--- src/rtl/dpd_pkg.sv ---
// Shared widths, constants and collector state encoding for the BCD-to-DPD packer.
package dpd_pkg;

    localparam int DIGIT_W  = 4;
    localparam int DECLET_W = 10;
    localparam int GROUP_W  = 3 * DIGIT_W;

    localparam logic [DIGIT_W-1:0] BCD_MAX = 4'd9;

    typedef enum logic [1:0] {
        D0 = 2'd0,
        D1 = 2'd1,
        D2 = 2'd2
    } coll_state_e;

    // Non-BCD codes are replaced by zero before they enter a group.
    function automatic logic [DIGIT_W-1:0] sanitize_digit(input logic [DIGIT_W-1:0] d);
        logic [DIGIT_W-1:0] r;
        if (d > BCD_MAX) begin
            r = 4'd0;
        end else begin
            r = d;
        end
        return r;
    endfunction

endpackage

--- src/rtl/dpd_encode.sv ---
// Combinational IEEE 754 BCD-to-DPD encoder: three BCD digits (hundreds in the top nibble) to one declet.
module dpd_encode
    import dpd_pkg::*;
(
    input  logic [GROUP_W-1:0]  bcd_i,
    output logic [DECLET_W-1:0] declet_o
);

    logic a_s, b_s, c_s, d_s;
    logic e_s, f_s, g_s, h_s;
    logic i_s, j_s, k_s, m_s;

    assign {a_s, b_s, c_s, d_s} = bcd_i[11:8];
    assign {e_s, f_s, g_s, h_s} = bcd_i[7:4];
    assign {i_s, j_s, k_s, m_s} = bcd_i[3:0];

    // Select the packing pattern by which digits are large (8 or 9).
    always_comb begin
        declet_o = 10'd0;
        case ({a_s, e_s, i_s})
            3'b000:  declet_o = {b_s, c_s, d_s, f_s, g_s, h_s, 1'b0, j_s, k_s, m_s};
            3'b001:  declet_o = {b_s, c_s, d_s, f_s, g_s, h_s, 1'b1, 1'b0, 1'b0, m_s};
            3'b010:  declet_o = {b_s, c_s, d_s, j_s, k_s, h_s, 1'b1, 1'b0, 1'b1, m_s};
            3'b011:  declet_o = {b_s, c_s, d_s, 1'b1, 1'b0, h_s, 1'b1, 1'b1, 1'b1, m_s};
            3'b100:  declet_o = {j_s, k_s, d_s, f_s, g_s, h_s, 1'b1, 1'b1, 1'b0, m_s};
            3'b101:  declet_o = {f_s, g_s, d_s, 1'b0, 1'b1, h_s, 1'b1, 1'b1, 1'b1, m_s};
            3'b110:  declet_o = {j_s, k_s, d_s, 1'b0, 1'b0, h_s, 1'b1, 1'b1, 1'b1, m_s};
            3'b111:  declet_o = {1'b0, 1'b0, d_s, 1'b1, 1'b1, h_s, 1'b1, 1'b1, 1'b1, m_s};
            default: declet_o = 10'd0;
        endcase
    end

endmodule

--- src/rtl/bcd_dpd_packer.sv ---
// Collects BCD digits into groups of three, encodes each group as a DPD declet
// and queues the declets in a small FIFO with valid/ready output handshake.
module bcd_dpd_packer
    import dpd_pkg::*;
#(
    parameter int FIFO_DEPTH = 2,
    parameter int CNT_W      = 10
) (
    input  logic                clk,
    input  logic                reset,
    input  logic                in_valid,
    input  logic [DIGIT_W-1:0]  in_digit,
    output logic                in_ready,
    input  logic                flush,
    output logic                out_valid,
    output logic [DECLET_W-1:0] out_declet,
    input  logic                out_ready,
    output logic                err,
    output logic [CNT_W-1:0]    count
);

    localparam int              PTR_W   = $clog2(FIFO_DEPTH);
    localparam logic [PTR_W:0]  DEPTH_C = (PTR_W + 1)'(FIFO_DEPTH);

    coll_state_e          state_q, state_d;
    logic [DIGIT_W-1:0]   hund_q, hund_d;
    logic [DIGIT_W-1:0]   tens_q, tens_d;
    logic [DIGIT_W-1:0]   digit_s;
    logic                 accept_s;
    logic                 full_s;
    logic                 flush_ok_s;
    logic                 push_s;
    logic                 pop_s;
    logic [GROUP_W-1:0]   group_s;
    logic [DECLET_W-1:0]  declet_s;

    logic [DECLET_W-1:0]  mem_q [FIFO_DEPTH];
    logic [PTR_W-1:0]     wr_q;
    logic [PTR_W-1:0]     rd_q;
    logic [PTR_W:0]       occ_q, occ_d;
    logic                 out_valid_q;
    logic                 err_q;
    logic [CNT_W-1:0]     count_q;

    assign full_s     = (occ_q == DEPTH_C);
    assign in_ready   = ~full_s;
    assign accept_s   = in_valid & ~full_s;
    assign flush_ok_s = flush & ~full_s;
    assign digit_s    = sanitize_digit(in_digit);
    assign pop_s      = out_valid_q & out_ready;

    assign out_valid  = out_valid_q;
    assign out_declet = mem_q[rd_q];
    assign err        = err_q;
    assign count      = count_q;

    dpd_encode u_encode (
        .bcd_i    (group_s),
        .declet_o (declet_s)
    );

    // Collector state register.
    always_ff @(posedge clk or negedge reset) begin
        if (!reset) begin
            state_q <= D0;
        end else begin
            state_q <= state_d;
        end
    end

    // Collector next state: a digit advances, a push (full group or effective flush) returns to D0.
    always_comb begin
        state_d = state_q;
        case (state_q)
            D0: begin
                if (accept_s && !flush) begin
                    state_d = D1;
                end else begin
                    state_d = D0;
                end
            end
            D1: begin
                if (accept_s && !flush) begin
                    state_d = D2;
                end else if (accept_s || flush_ok_s) begin
                    state_d = D0;
                end else begin
                    state_d = D1;
                end
            end
            D2: begin
                if (accept_s || flush_ok_s) begin
                    state_d = D0;
                end else begin
                    state_d = D2;
                end
            end
            default: state_d = D0;
        endcase
    end

    // Collector outputs: digit holding, group assembly and push request.
    always_comb begin
        hund_d  = hund_q;
        tens_d  = tens_q;
        push_s  = 1'b0;
        group_s = 12'd0;
        case (state_q)
            D0: begin
                if (accept_s && flush) begin
                    push_s  = 1'b1;
                    group_s = {digit_s, 8'd0};
                end else if (accept_s) begin
                    hund_d  = digit_s;
                end else begin
                    push_s  = 1'b0;
                end
            end
            D1: begin
                if (accept_s && flush) begin
                    push_s  = 1'b1;
                    group_s = {hund_q, digit_s, 4'd0};
                    hund_d  = 4'd0;
                end else if (accept_s) begin
                    tens_d  = digit_s;
                end else if (flush_ok_s) begin
                    push_s  = 1'b1;
                    group_s = {hund_q, 8'd0};
                    hund_d  = 4'd0;
                end else begin
                    push_s  = 1'b0;
                end
            end
            D2: begin
                // A coincident flush is irrelevant here: the accept already closes the group.
                if (accept_s) begin
                    push_s  = 1'b1;
                    group_s = {hund_q, tens_q, digit_s};
                    hund_d  = 4'd0;
                    tens_d  = 4'd0;
                end else if (flush_ok_s) begin
                    push_s  = 1'b1;
                    group_s = {hund_q, tens_q, 4'd0};
                    hund_d  = 4'd0;
                    tens_d  = 4'd0;
                end else begin
                    push_s  = 1'b0;
                end
            end
            default: begin
                hund_d = 4'd0;
                tens_d = 4'd0;
            end
        endcase
    end

    // Held digit registers.
    always_ff @(posedge clk or negedge reset) begin
        if (!reset) begin
            hund_q <= 4'd0;
            tens_q <= 4'd0;
        end else begin
            hund_q <= hund_d;
            tens_q <= tens_d;
        end
    end

    // FIFO occupancy next value from simultaneous push/pop.
    always_comb begin
        occ_d = occ_q;
        case ({push_s, pop_s})
            2'b10:   occ_d = occ_q + (PTR_W + 1)'(1);
            2'b01:   occ_d = occ_q - (PTR_W + 1)'(1);
            default: occ_d = occ_q;
        endcase
    end

    // FIFO storage, pointers and registered valid flag.
    always_ff @(posedge clk or negedge reset) begin
        if (!reset) begin
            for (int k = 0; k < FIFO_DEPTH; k++) begin
                mem_q[k] <= {DECLET_W{1'b0}};
            end
            wr_q        <= {PTR_W{1'b0}};
            rd_q        <= {PTR_W{1'b0}};
            occ_q       <= {(PTR_W + 1){1'b0}};
            out_valid_q <= 1'b0;
        end else begin
            if (push_s) begin
                mem_q[wr_q] <= declet_s;
                wr_q        <= wr_q + PTR_W'(1);
            end
            if (pop_s) begin
                rd_q <= rd_q + PTR_W'(1);
            end
            occ_q       <= occ_d;
            out_valid_q <= (occ_d != {(PTR_W + 1){1'b0}});
        end
    end

    // Sticky error flag and wrapping push counter.
    always_ff @(posedge clk or negedge reset) begin
        if (!reset) begin
            err_q   <= 1'b0;
            count_q <= {CNT_W{1'b0}};
        end else begin
            if (accept_s && (in_digit > BCD_MAX)) begin
                err_q <= 1'b1;
            end
            if (push_s) begin
                count_q <= count_q + CNT_W'(1);
            end
        end
    end

endmodule

--- config.mk ---
export PLATFORM = sky130hd
export DESIGN_NAME = bcd_dpd_packer
export DESIGN_NICKNAME = d
export VERILOG_FILES = /design/src/rtl/dpd_pkg.sv /design/src/rtl/dpd_encode.sv /design/src/rtl/bcd_dpd_packer.sv
export SDC_FILE = /design/constraint.sdc
export NUM_CORES = 1
export LEC_CHECK = 0
export CORE_MARGIN = 2
export CORE_UTILIZATION = 56
export CTS_CLUSTER_SIZE = 12
export DETAILED_ROUTE_END_ITERATION = 8
export PLACE_DENSITY = 0.81
export SLEW_MARGIN = 20
export SYNTH_ARGS = -nofsm -noshare
export SYNTH_HDL_FRONTEND = slang
export SYNTH_SLANG_ARGS = --single-unit
--- constraint.sdc ---
create_clock -name clk -period 6.8 [get_ports clk]
set_clock_uncertainty 0.2 [all_clocks]
set_input_delay 0.68 -clock clk [delete_from_list [all_inputs] [get_ports clk]]
set_output_delay 0.68 -clock clk [all_outputs]
set_load 0.01 [all_outputs]
==> metrics.md <==
| Metric | Value |
|---|---|
| All-layer global routing usage | 0.223 |
| CP max stage delay | 0.60 ns |
| Metal1 wirelength | 2470 um |
| CP required | 5.92 ns |
| Commonest non-fill, non-tap cell in the layout | dfrtp_1 |
| FF+latch count, synth | 46 |
| Critical setup path kind | reg -> out |
| Endpoints failing setup | 0 |
| Global-route wire length before repair | 8600 um |
| Final Wtd Congestion | 0.902 |
| Post-CTS Hold Fix Bufs | 0 |
| Commonest non-fill, non-tap cells in the layout | dfrtp_1 (46), clkdlybuf4s50_1 (30), mux2_2 (24) |
| Worst setup margin | 3.77 ns |
| WP buf/inv | 2 |
| CP startpoint kind | flip-flop |
| GRT Residual Overflow | 0 |
| Met2 wire len | 2200 um |
| Die Ht | 69.9 um |
| Core Rows | 23 |
| Ratio of cells with drive above 1 in the final layout | 0.157 |
| Critical Path AT | 2.15 ns |
| Setup_tns | 0 ns |
| Register area share after synthesis | 0.473 |
| Clock transition at path regs | 0.09 ns |
| Peak Freq | 0.330 GHz |
| Maxcap violations | 0 |
| Final core occ | 0.696 |
| Clock Tree Root | clkbuf_8 |
| Async S/R FF share, synth | 1.00 |
| P_leak | 1.21 nW |
| Fin nets | 265 |
| Worst VDD drop | 0.266 mV |
| Uppermost layer routed | met4 |
| Pwr/cell area | 377 nW/um2 |
| Synthesized area | 2430 um2 |
| Skew-Pair Late Insertion Delay | 0.30 ns |
| Worst-Margin Slew | 0.736 ns |
| Die ar. | 4880 um2 |
| Total iterations of the first detailed-routing run | 4 |
| H-tree depth | 2 |
| WL met3 | 269 um |
| Largest net degree at the start of global routing | 47 |
| I/O Buffers | 31 |
| Initial core utilization | 0.595 |
| Yosys top cell area share | 0.473 |
| Total CTS buffers | 5 |
| Nature of the critical path endpoint | primary output |
| Ports | 32 |
| Worst Hold Class | in -> async |
| Synth unique cells | 54 |
| RSZ-0062 raised after global routing | false |
| CTS tree | done |
| Status | completed |
| Min Tclk post-route | 3.03 ns |
| Top post-synthesis cells by area | dfrtp_1 (47%), mux2_2 (11%), xnor2_1 (4.3%), nand2_1 (3.1%), nor2_1 (2.8%) |
| Syn. warnings | 0 |
| Starting DRT DRC Count | 119 |
| Vias | 1,800 |
| Antenna Cells | 0 |
| DRC errors left | 0 |
| Placed wire-length estimate | 3610 um |
| Pins Over Slew Limit | 0 |
| Clock sinks | 46 |
| WL final | 4980 um |
| Vias per cell | 5.90 |
| EDFF count, synth | 0 |
| Post-CTS sizing | 0 |
| Area leader, netlist | dfrtp_1 |
| Antenna violations before repair | 0 |
| Setup bufs post-CTS | 0 |
| Number of global-route vias before repair | 1,710 |
| Worst slew margin | 0.508 |
| Crit-path slowest cell | nor2b_1 |
| Core area | 4090 um2 |
| ANT nets after route | 0 |
| Dpl ws | 3.48 ns |
| Drt wl/cell | 16.3 um |
| Largest delay share family, worst path | buffers and inverters |
| Syn_nets | 236 |
| Final hold viol count | 0 |
| Synth Instances | 225 |
| CP max FO | 15 |
| Synth Area per Inst | 10.8 um2 |
| Post-synth top flop | dfrtp_1 |
| Die width | 69.9 um |
| CTS max path bufs | 2 |
| Crit path cell chain | nor2b_1 > clkinv_4 > clkdlybuf4s50_1 |
| Final period util | 0.446 |
| Syn-to-layout area delta | 17.0% |
[sequential cells by signal, indices dropped and copies added (netlist names)]
| signal | flops |
|---|---|
| count | 10 |
| err | 1 |
| hund_q | 4 |
| mem_q | 20 |
| occ_q | 2 |
| out_valid | 1 |
| rd_q | 1 |
| state_q | 2 |
| tens_q | 4 |
| wr_q | 1 |
[layout make-up]
| class | instances | area [um2] |
|---|---|---|
| clock buffers | 6 | 72.6 |
| fillers | 329 | 1240 |
| inverters | 4 | 20.0 |
| flip-flops and latches | 46 | 1150 |
| well taps | 50 | 62.6 |
| clock inverters | 2 | 37.5 |
| multi-input cells | 166 | 1190 |
| repair buffers | 31 | 308 |
[where the power goes]
part	leakage (nW)	switching [W]	internal [W]
Combinational	0.560	0.000199	0.000222
Sequential	0.597	0.0000901	0.000362
Clock	0.0514	0.0000915	0.000110
Total	1.21	0.000380	0.000693
[synthesized netlist by cell type, drive strengths merged, types with 3 or more instances]
master  count
dfrtp      46
mux2       24
nand2      21
nor2       19
xnor2      12
a21oi      10
buf         7
nand4       7
a22o        6
o21ai       6
nand2b      4
nand3       4
nor2b       4
a31oi       3
and2        3
and3        3
inv         3
or2         3
[per-layer routing]
metal,vias up,global-route usage
met5,-,0
met3,4,0.0606
li1,879,-
met1,859,0.338
met4,0,0.0449
met2,58,0.324
[metrics by stage]
step                      hold slack (ns)  area [um2]  std cells  total power (W)
final                               0.167        2850        305          0.00107
after global routing                0.210        2850        305          0.00114
after CTS                           0.286        2840        305          0.00108
after detailed placement            0.262        2730        297         0.000876
after global placement              0.259        2730        297         0.000860
after floorplan                     0.184        2430        225         0.000734
[cells by family after synthesis]
logic type / share of synthesized area
xor gates and xnor gates: 0.0504
adders and majority gates: 0.0103
muxes: 0.111
DFF: 0.473
and+or+nand+nor: 0.199
AOI/OAI and AO/OA: 0.120
buffers and inverters: 0.0355
[path summary, 6_finish.rpt]
path	cells past startpoint	slack (ns)	from	endpoint
max in group asynchronous	1	5.86	reset	count[0]
min in group clk	1	0.28	count[9]	count[9]
min	1	0.17	reset	mem_q[15]
max reg2reg	9	3.86	occ_q[0]	out_valid
max	3	3.77	occ_q[0]	in_ready
min reg2reg	1	0.28	count[9]	count[9]
No activity file was read; power rests on OpenSTA's default activity.
